### src/rtl/maxpool_pkg.sv
// Shared definitions for the max-pooling window buffer and the comparator-tree stage.
// Provides the window element index mapping and the packed window width.
package maxpool_pkg;

  localparam int DEF_STRIDE_SIZE = 32'sd2;
  localparam int DEF_DATA_WIDTH  = 32'sd16;

  // Packed window width used by the comparator tree at default parameters.
  localparam int WIN_W = DEF_STRIDE_SIZE * DEF_STRIDE_SIZE * DEF_DATA_WIDTH;

  // Element index of window row r (top-down), column c (left-right).
  function automatic int win_idx(input int r, input int c, input int s);
    return r * s + c;
  endfunction

  // Packed window width for an arbitrary stride and pixel width.
  function automatic int win_width(input int s, input int dw);
    return s * s * dw;
  endfunction

endpackage

### src/rtl/maxpool_line_buffer.sv
// One image-row RAM: single write port and one asynchronous read port
// sharing the same column address.
module maxpool_line_buffer
  import maxpool_pkg::*;
#(
  parameter int DEPTH      = 32'sd28,
  parameter int DATA_WIDTH = 32'sd16,
  localparam int ADDR_W    = $clog2(DEPTH)
) (
  input  logic                  clock,
  input  logic                  wr_en,
  input  logic [ADDR_W-1:0]     addr,
  input  logic [DATA_WIDTH-1:0] wr_data,
  output logic [DATA_WIDTH-1:0] rd_data
);

  logic [DATA_WIDTH-1:0] mem_q [DEPTH];

  // Row storage; contents are never cleared because every entry is written before use.
  always_ff @(posedge clock) begin
    if (wr_en) begin
      mem_q[addr] <= wr_data;
    end
  end

  assign rd_data = mem_q[addr];

endmodule

### src/rtl/maxpool_window_buffer.sv
// Streaming line buffer assembling non-overlapping STRIDE_SIZE x STRIDE_SIZE
// pooling windows from a raster pixel stream.
// Optional macro MAXPOOL_WINDOW_BACKPRESSURE_EN adds out_ready/data_in_ready
// so a finished window can be held until the downstream stage takes it.
module maxpool_window_buffer
  import maxpool_pkg::*;
#(
  parameter int STRIDE_SIZE = 32'sd2,
  parameter int DATA_WIDTH  = 32'sd16,
  parameter int ROW_SIZE    = 32'sd28,
  parameter int COLUMN_SIZE = 32'sd28
) (
  input  logic                                        clock,
  input  logic                                        reset,
  input  logic [DATA_WIDTH-1:0]                       data_in,
  input  logic                                        data_in_valid,
`ifdef MAXPOOL_WINDOW_BACKPRESSURE_EN
  input  logic                                        out_ready,
  output logic                                        data_in_ready,
`endif
  output logic [STRIDE_SIZE*STRIDE_SIZE*DATA_WIDTH-1:0] window_out,
  output logic                                        window_valid,
  output logic                                        window_last
);

  localparam int S  = STRIDE_SIZE;
  localparam int CW = $clog2(ROW_SIZE);
  localparam int RW = $clog2(COLUMN_SIZE);
  localparam int PW = $clog2(STRIDE_SIZE);
  localparam int WW = STRIDE_SIZE * STRIDE_SIZE * DATA_WIDTH;

  localparam logic [CW-1:0] COL_CNT_LAST = CW'(ROW_SIZE - 32'sd1);
  localparam logic [RW-1:0] ROW_CNT_LAST = RW'(COLUMN_SIZE - 32'sd1);
  localparam logic [PW-1:0] PH_LAST      = PW'(STRIDE_SIZE - 32'sd1);

  logic [CW-1:0] col_cnt_q, col_cnt_d;
  logic [RW-1:0] row_cnt_q, row_cnt_d;
  // Position inside the current window, kept separately so no modulo is needed.
  logic [PW-1:0] col_ph_q, col_ph_d;
  logic [PW-1:0] row_ph_q, row_ph_d;

  // Per window row, the last S-1 pixels of that row seen in the current column band.
  logic [DATA_WIDTH-1:0] hist_q [S][S-1];
  logic [DATA_WIDTH-1:0] hist_d [S][S-1];

  logic [WW-1:0] window_out_q, window_out_d;
  logic          window_valid_q, window_valid_d;
  logic          window_last_q, window_last_d;

  logic [DATA_WIDTH-1:0] rd_data_s [S-1];
  logic [DATA_WIDTH-1:0] col_vec_s [S];
  logic [S-2:0]          ram_we_s;
  logic                  accept_s;
  logic                  consume_s;
  logic                  emit_s;
  logic                  last_pix_s;

`ifdef MAXPOOL_WINDOW_BACKPRESSURE_EN
  assign data_in_ready = !window_valid_q || out_ready;
  assign accept_s      = data_in_valid && data_in_ready;
  assign consume_s     = window_valid_q && out_ready;
`else
  assign accept_s      = data_in_valid;
  assign consume_s     = 1'b1;
`endif

  assign emit_s     = accept_s && (col_ph_q == PH_LAST) && (row_ph_q == PH_LAST);
  assign last_pix_s = (col_cnt_q == COL_CNT_LAST) && (row_cnt_q == ROW_CNT_LAST);

  // Rows of the current band rotate through the S-1 RAMs; the last row is never stored.
  for (genvar g = 0; g < S - 1; g++) begin : g_row_ram
    assign ram_we_s[g] = accept_s && (row_ph_q == PW'(g));
    maxpool_line_buffer #(
      .DEPTH      (ROW_SIZE),
      .DATA_WIDTH (DATA_WIDTH)
    ) u_row_ram (
      .clock   (clock),
      .wr_en   (ram_we_s[g]),
      .addr    (col_cnt_q),
      .wr_data (data_in),
      .rd_data (rd_data_s[g])
    );
  end

  // Column of the current window: stored rows from the RAMs, bottom row is the live pixel.
  always_comb begin
    for (int k = 0; k < S - 1; k++) begin
      col_vec_s[k] = rd_data_s[k];
    end
    col_vec_s[S-1] = data_in;
  end

  // Raster position and in-window phase counters, advanced only on accepted pixels.
  always_comb begin
    col_cnt_d = col_cnt_q;
    row_cnt_d = row_cnt_q;
    col_ph_d  = col_ph_q;
    row_ph_d  = row_ph_q;
    if (accept_s) begin
      if (col_cnt_q == COL_CNT_LAST) begin
        col_cnt_d = '0;
        col_ph_d  = '0;
        if (row_cnt_q == ROW_CNT_LAST) begin
          row_cnt_d = '0;
          row_ph_d  = '0;
        end else begin
          row_cnt_d = row_cnt_q + RW'(1);
          row_ph_d  = (row_ph_q == PH_LAST) ? '0 : row_ph_q + PW'(1);
        end
      end else begin
        col_cnt_d = col_cnt_q + CW'(1);
        col_ph_d  = (col_ph_q == PH_LAST) ? '0 : col_ph_q + PW'(1);
      end
    end else begin
      col_cnt_d = col_cnt_q;
      row_cnt_d = row_cnt_q;
    end
  end

  // Shift each window row's history by one column on every accepted pixel.
  always_comb begin
    hist_d = hist_q;
    if (accept_s) begin
      for (int r = 0; r < S; r++) begin
        for (int k = 0; k < S - 2; k++) begin
          hist_d[r][k] = hist_q[r][k+1];
        end
        hist_d[r][S-2] = col_vec_s[r];
      end
    end else begin
      hist_d = hist_q;
    end
  end

  // Output register: load a completed window, otherwise retire it once consumed.
  always_comb begin
    window_out_d   = window_out_q;
    window_valid_d = window_valid_q;
    window_last_d  = window_last_q;
    if (emit_s) begin
      window_valid_d = 1'b1;
      window_last_d  = last_pix_s;
      for (int r = 0; r < S; r++) begin
        for (int c = 0; c < S - 1; c++) begin
          window_out_d[win_idx(r, c, S)*DATA_WIDTH +: DATA_WIDTH] = hist_q[r][c];
        end
        window_out_d[win_idx(r, S - 1, S)*DATA_WIDTH +: DATA_WIDTH] = col_vec_s[r];
      end
    end else if (consume_s) begin
      window_valid_d = 1'b0;
      window_last_d  = 1'b0;
    end else begin
      window_valid_d = window_valid_q;
      window_last_d  = window_last_q;
    end
  end

  // State registers with synchronous reset; a reset drops any partial frame or pending window.
  always_ff @(posedge clock) begin
    if (reset) begin
      col_cnt_q      <= '0;
      row_cnt_q      <= '0;
      col_ph_q       <= '0;
      row_ph_q       <= '0;
      hist_q         <= '{default: '0};
      window_out_q   <= '0;
      window_valid_q <= 1'b0;
      window_last_q  <= 1'b0;
    end else begin
      col_cnt_q      <= col_cnt_d;
      row_cnt_q      <= row_cnt_d;
      col_ph_q       <= col_ph_d;
      row_ph_q       <= row_ph_d;
      hist_q         <= hist_d;
      window_out_q   <= window_out_d;
      window_valid_q <= window_valid_d;
      window_last_q  <= window_last_d;
    end
  end

  assign window_out   = window_out_q;
  assign window_valid = window_valid_q;
  assign window_last  = window_last_q;

endmodule

### config.mk
export PLATFORM = sky130hd
export DESIGN_NAME = maxpool_window_buffer
export DESIGN_NICKNAME = d
export VERILOG_FILES = /design/src/rtl/maxpool_pkg.sv /design/src/rtl/maxpool_line_buffer.sv /design/src/rtl/maxpool_window_buffer.sv
export SDC_FILE = /design/constraint.sdc
export NUM_CORES = 1
export LEC_CHECK = 0
export BUFFER_PORTS_ARGS = -buffer_cell sky130_fd_sc_hd__buf_2
export CAP_MARGIN = 20
export CORE_ASPECT_RATIO = 2
export CORE_MARGIN = 8
export CORE_UTILIZATION = 65
export CTS_CLUSTER_DIAMETER = 60
export DETAILED_ROUTE_END_ITERATION = 10
export GPL_TIMING_DRIVEN = 0
export HOLD_SLACK_MARGIN = 0.1
export PLACE_DENSITY = 0.8
export SLEW_MARGIN = 20
export SYNTH_ARGS = -nofsm -noshare
export SYNTH_HDL_FRONTEND = slang
export SYNTH_HIERARCHICAL = 1
export SYNTH_SLANG_ARGS = --single-unit
### constraint.sdc
create_clock -name clock -period 9.95 [get_ports clock]
set_clock_uncertainty 0.15 [all_clocks]
set_input_delay 2.4875 -clock clock [delete_from_list [all_inputs] [get_ports clock]]
set_output_delay 2.4875 -clock clock [all_outputs]
set_load 0.01 [all_outputs]
==> impl_metrics.json <==
{
  "vias": 12500,
  "maxCapViolCount": 0,
  "slew_viol_final": 0,
  "cts_tree": "built",
  "die_area_um2": 39300,
  "fmax_ghz": 0.192,
  "hold_viol_final": 0,
  "ant_nets": 0,
  "path_clk_slew_ns": 0.07,
  "yosysWarnings": 6,
  "layout_commonest_cell": "edfxtp_1",
  "grt_first_pass_wirelength_um": 81500,
  "ys_seq_area_share_pct": 73.3,
  "netlist.area_leader.share_pct": 63.0,
  "grt_setup_unrepaired": "false",
  "clk_path_buf_depth": 3,
  "first_global_vias": 12800,
  "synth_compound_area_share_pct": 5.40,
  "crit_top_cell": "buf_2",
  "die_y_um": 272,
  "post_cts_resized": 0,
  "setup_violations": 0,
  "clock_latency_ns": 0.55,
  "io_buffer_count": 82,
  "cp_max_fo": 16,
  "dpl_cell_area_um2": 22600,
  "synth_mux_area_share_pct": 12.8,
  "post-route-period-util_pct": 52.5,
  "fin_setup_tns_ns": 0,
  "fin_nets": 1496,
  "worst_slew_pin_slew_ns": 1.07,
  "wl_per_cell_um": 29.0,
  "power.total_mw": 4.45,
  "slowest_delay_ns": 0.80,
  "stdcell_area_um2": 24000,
  "hold_path.class": "reg2reg",
  "syn_area_per_cell_um2": 16.1,
  "worst_setup_path_end_kind": "flip-flop",
  "crit_arrival_ns": 5.25,
  "cts_buffers": 45,
  "drive_above_1_share_pct": 21.3,
  "start_kind": "primary input",
  "async_flop_share_pct": 0,
  "grt_util_all_layers_pct": 29.2,
  "rows": 94,
  "drt-initial-drc-count": 1141,
  "crit_type": "in2reg",
  "grt_overflow": 0,
  "clockRootBuffer": "clkbuf_16",
  "post_cts_buffers": 0,
  "synth_cells": 1325,
  "synthSimpleGateAreaFrac_pct": 6.10,
  "synth.ff_latch_count": 558,
  "power_density_nw_per_um2": 186,
  "core_um2": 32700,
  "start_util_pct": 65.3,
  "antenna_cells": 0,
  "gp_congestion": 0.992,
  "antenna_found_initial": 1,
  "route.detailed.drc": 0,
  "h-tree-depth": 2,
  "hpwl_um": 38700,
  "synth-adder-area-share_pct": 0.117,
  "ctsHoldBuffers": 0,
  "grt_max_degree": 31,
  "period_needed_ns": 5.22,
  "crit_path_cell_trace": "buf_2 -> buf_4 -> buf_2 -> nor2b_1 -> or3b_2 -> clkbuf_1 -> nor2_2",
  "yosysUniqueCellTypes": 51,
  "synth_area_um2": 21400,
  "syn_nets": 1346,
  "synth_area_leaders": "edfxtp_1 (63%), dfxtp_1 (10%), mux2i_1 (8.1%)",
  "synth_edf_count": 448,
  "cp-startpoint": "data_in_valid",
  "r2r-start": "col_cnt_q[4]",
  "wirelength_um": 56200,
  "fin_util_pct": 73.3,
  "yosys.area_share.xor_xnor_pct": 0.0410,
  "first_pass_iters": 6,
  "synth_flop_cell": "edfxtp_1",
  "outcome": "finished clean",
  "relSlewSlack_pct": 28.0,
  "area_growth_syn_to_layout_pct": 12.2,
  "vias_per_cell": 6.46,
  "synth_top_area_cell": "edfxtp_1",
  "cts.sinks": 558,
  "vdd_drop_max_mv": 0.201,
  "required_ns": 9.97,
  "p_leak_nw": 7.96,
  "slowest_stage": "nor2_2",
  "synth_top_family_by_area": "multiplexers",
  "layout_common_cells": "edfxtp_1 (448), mux2i_1 (172), nand2_1 (140)",
  "pin_count": 85,
  "die_width_um": 144,
  "hold_start": "hist_q[29]"
}
[cell usage after synthesis (3+ instances only)]
| cell type | number |
|---|---|
| dfxtp_1 | 110 |
| a22oi_1 | 27 |
| o21ai_0 | 3 |
| nor2b_1 | 4 |
| nand2b_1 | 4 |
| nor4_1 | 27 |
| nand3b_1 | 8 |
| buf_2 | 48 |
| or3_1 | 4 |
| mux4_1 | 3 |
| buf_6 | 6 |
| clkbuf_1 | 19 |
| a21oi_1 | 72 |
| mux4_2 | 41 |
| inv_1 | 3 |
| edfxtp_1 | 448 |
| nor2_1 | 59 |
| nand2_1 | 140 |
| nand3_1 | 11 |
| o22ai_2 | 10 |
| nor3_1 | 4 |
| mux2i_1 | 172 |
| o22ai_1 | 59 |
| buf_4 | 8 |
[worst max-delay path: cells and delay by family]
kind	cells	cell delay, ns
simple gates	3	1.64
buf+inv	4	1.10
[power breakdown]
| group | total (mW) | switching [mW] | internal, mW | leakage [nW] |
|---|---|---|---|---|
| registers | 2.55 | 0.00875 | 2.54 | 4.93 |
| clock network | 1.67 | 0.789 | 0.882 | 0.683 |
| logic | 0.230 | 0.150 | 0.0799 | 2.35 |
[final timing paths]
path | endpoint | depth (start not counted) | slack, ns
hold reg to reg | window_out[13] | 2 | 0.30
hold / removal | window_out[13] | 2 | 0.30
setup reg to reg | hist_q[23] | 9 | 6.30
setup / recovery | g_row_ram[0].u_row_ram/mem_q[20][7] | 7 | 4.73
[through the flow]
step | cells | setup WS, ns | hold WS (ns)
after floorplan | 1325 | 4.35 | 0.281
after global placement | 1839 | 2.90 | 0.290
after detailed placement | 1860 | 4.22 | 0.294
after CTS | 1941 | 4.81 | 0.303
after global routing | 1941 | 4.64 | 0.313
final | 1941 | 4.73 | 0.302
[cells by family after synthesis]
group | Yosys count
flops | 558
simple gates | 280
mux | 217
compound gates | 181
buf+inv | 86
fa+ha+maj | 2
xor+xnor | 1
[area by class of cell]
cell class              count  area (µm²)
plain buffers              83         463
clock buffers              53        1190
clock inverters            28         164
fillers                  2075        8740
inverters                   3        11.3
multi-input cells         681        5300
flip-flops and latches    558       15700
well taps                 432         541
repair buffers            103         636
[sequential cells by signal, summed over array words and instances (netlist names)]
name / flops
col_cnt_q: 5
col_ph_q: 1
g_row_ram.u_row_ram/mem_q: 448
hist_q: 32
row_cnt_q: 5
row_ph_q: 1
window_last: 1
window_out: 64
window_valid: 1
[per-layer routing]
metal  global-route usage (%)  share of wire [%]  vias to the layer above  wire [µm]
met4                     22.8                9.1                        0       5110
met1                     31.2                 32                     6219      18000
met3                     4.74                7.8                      196       4370
met2                     50.3                 51                      699      28800
li1                         -                  -                     5423          -
met5                        0                  0                        -          0
Note: power is estimated with default switching activity, not from simulation.
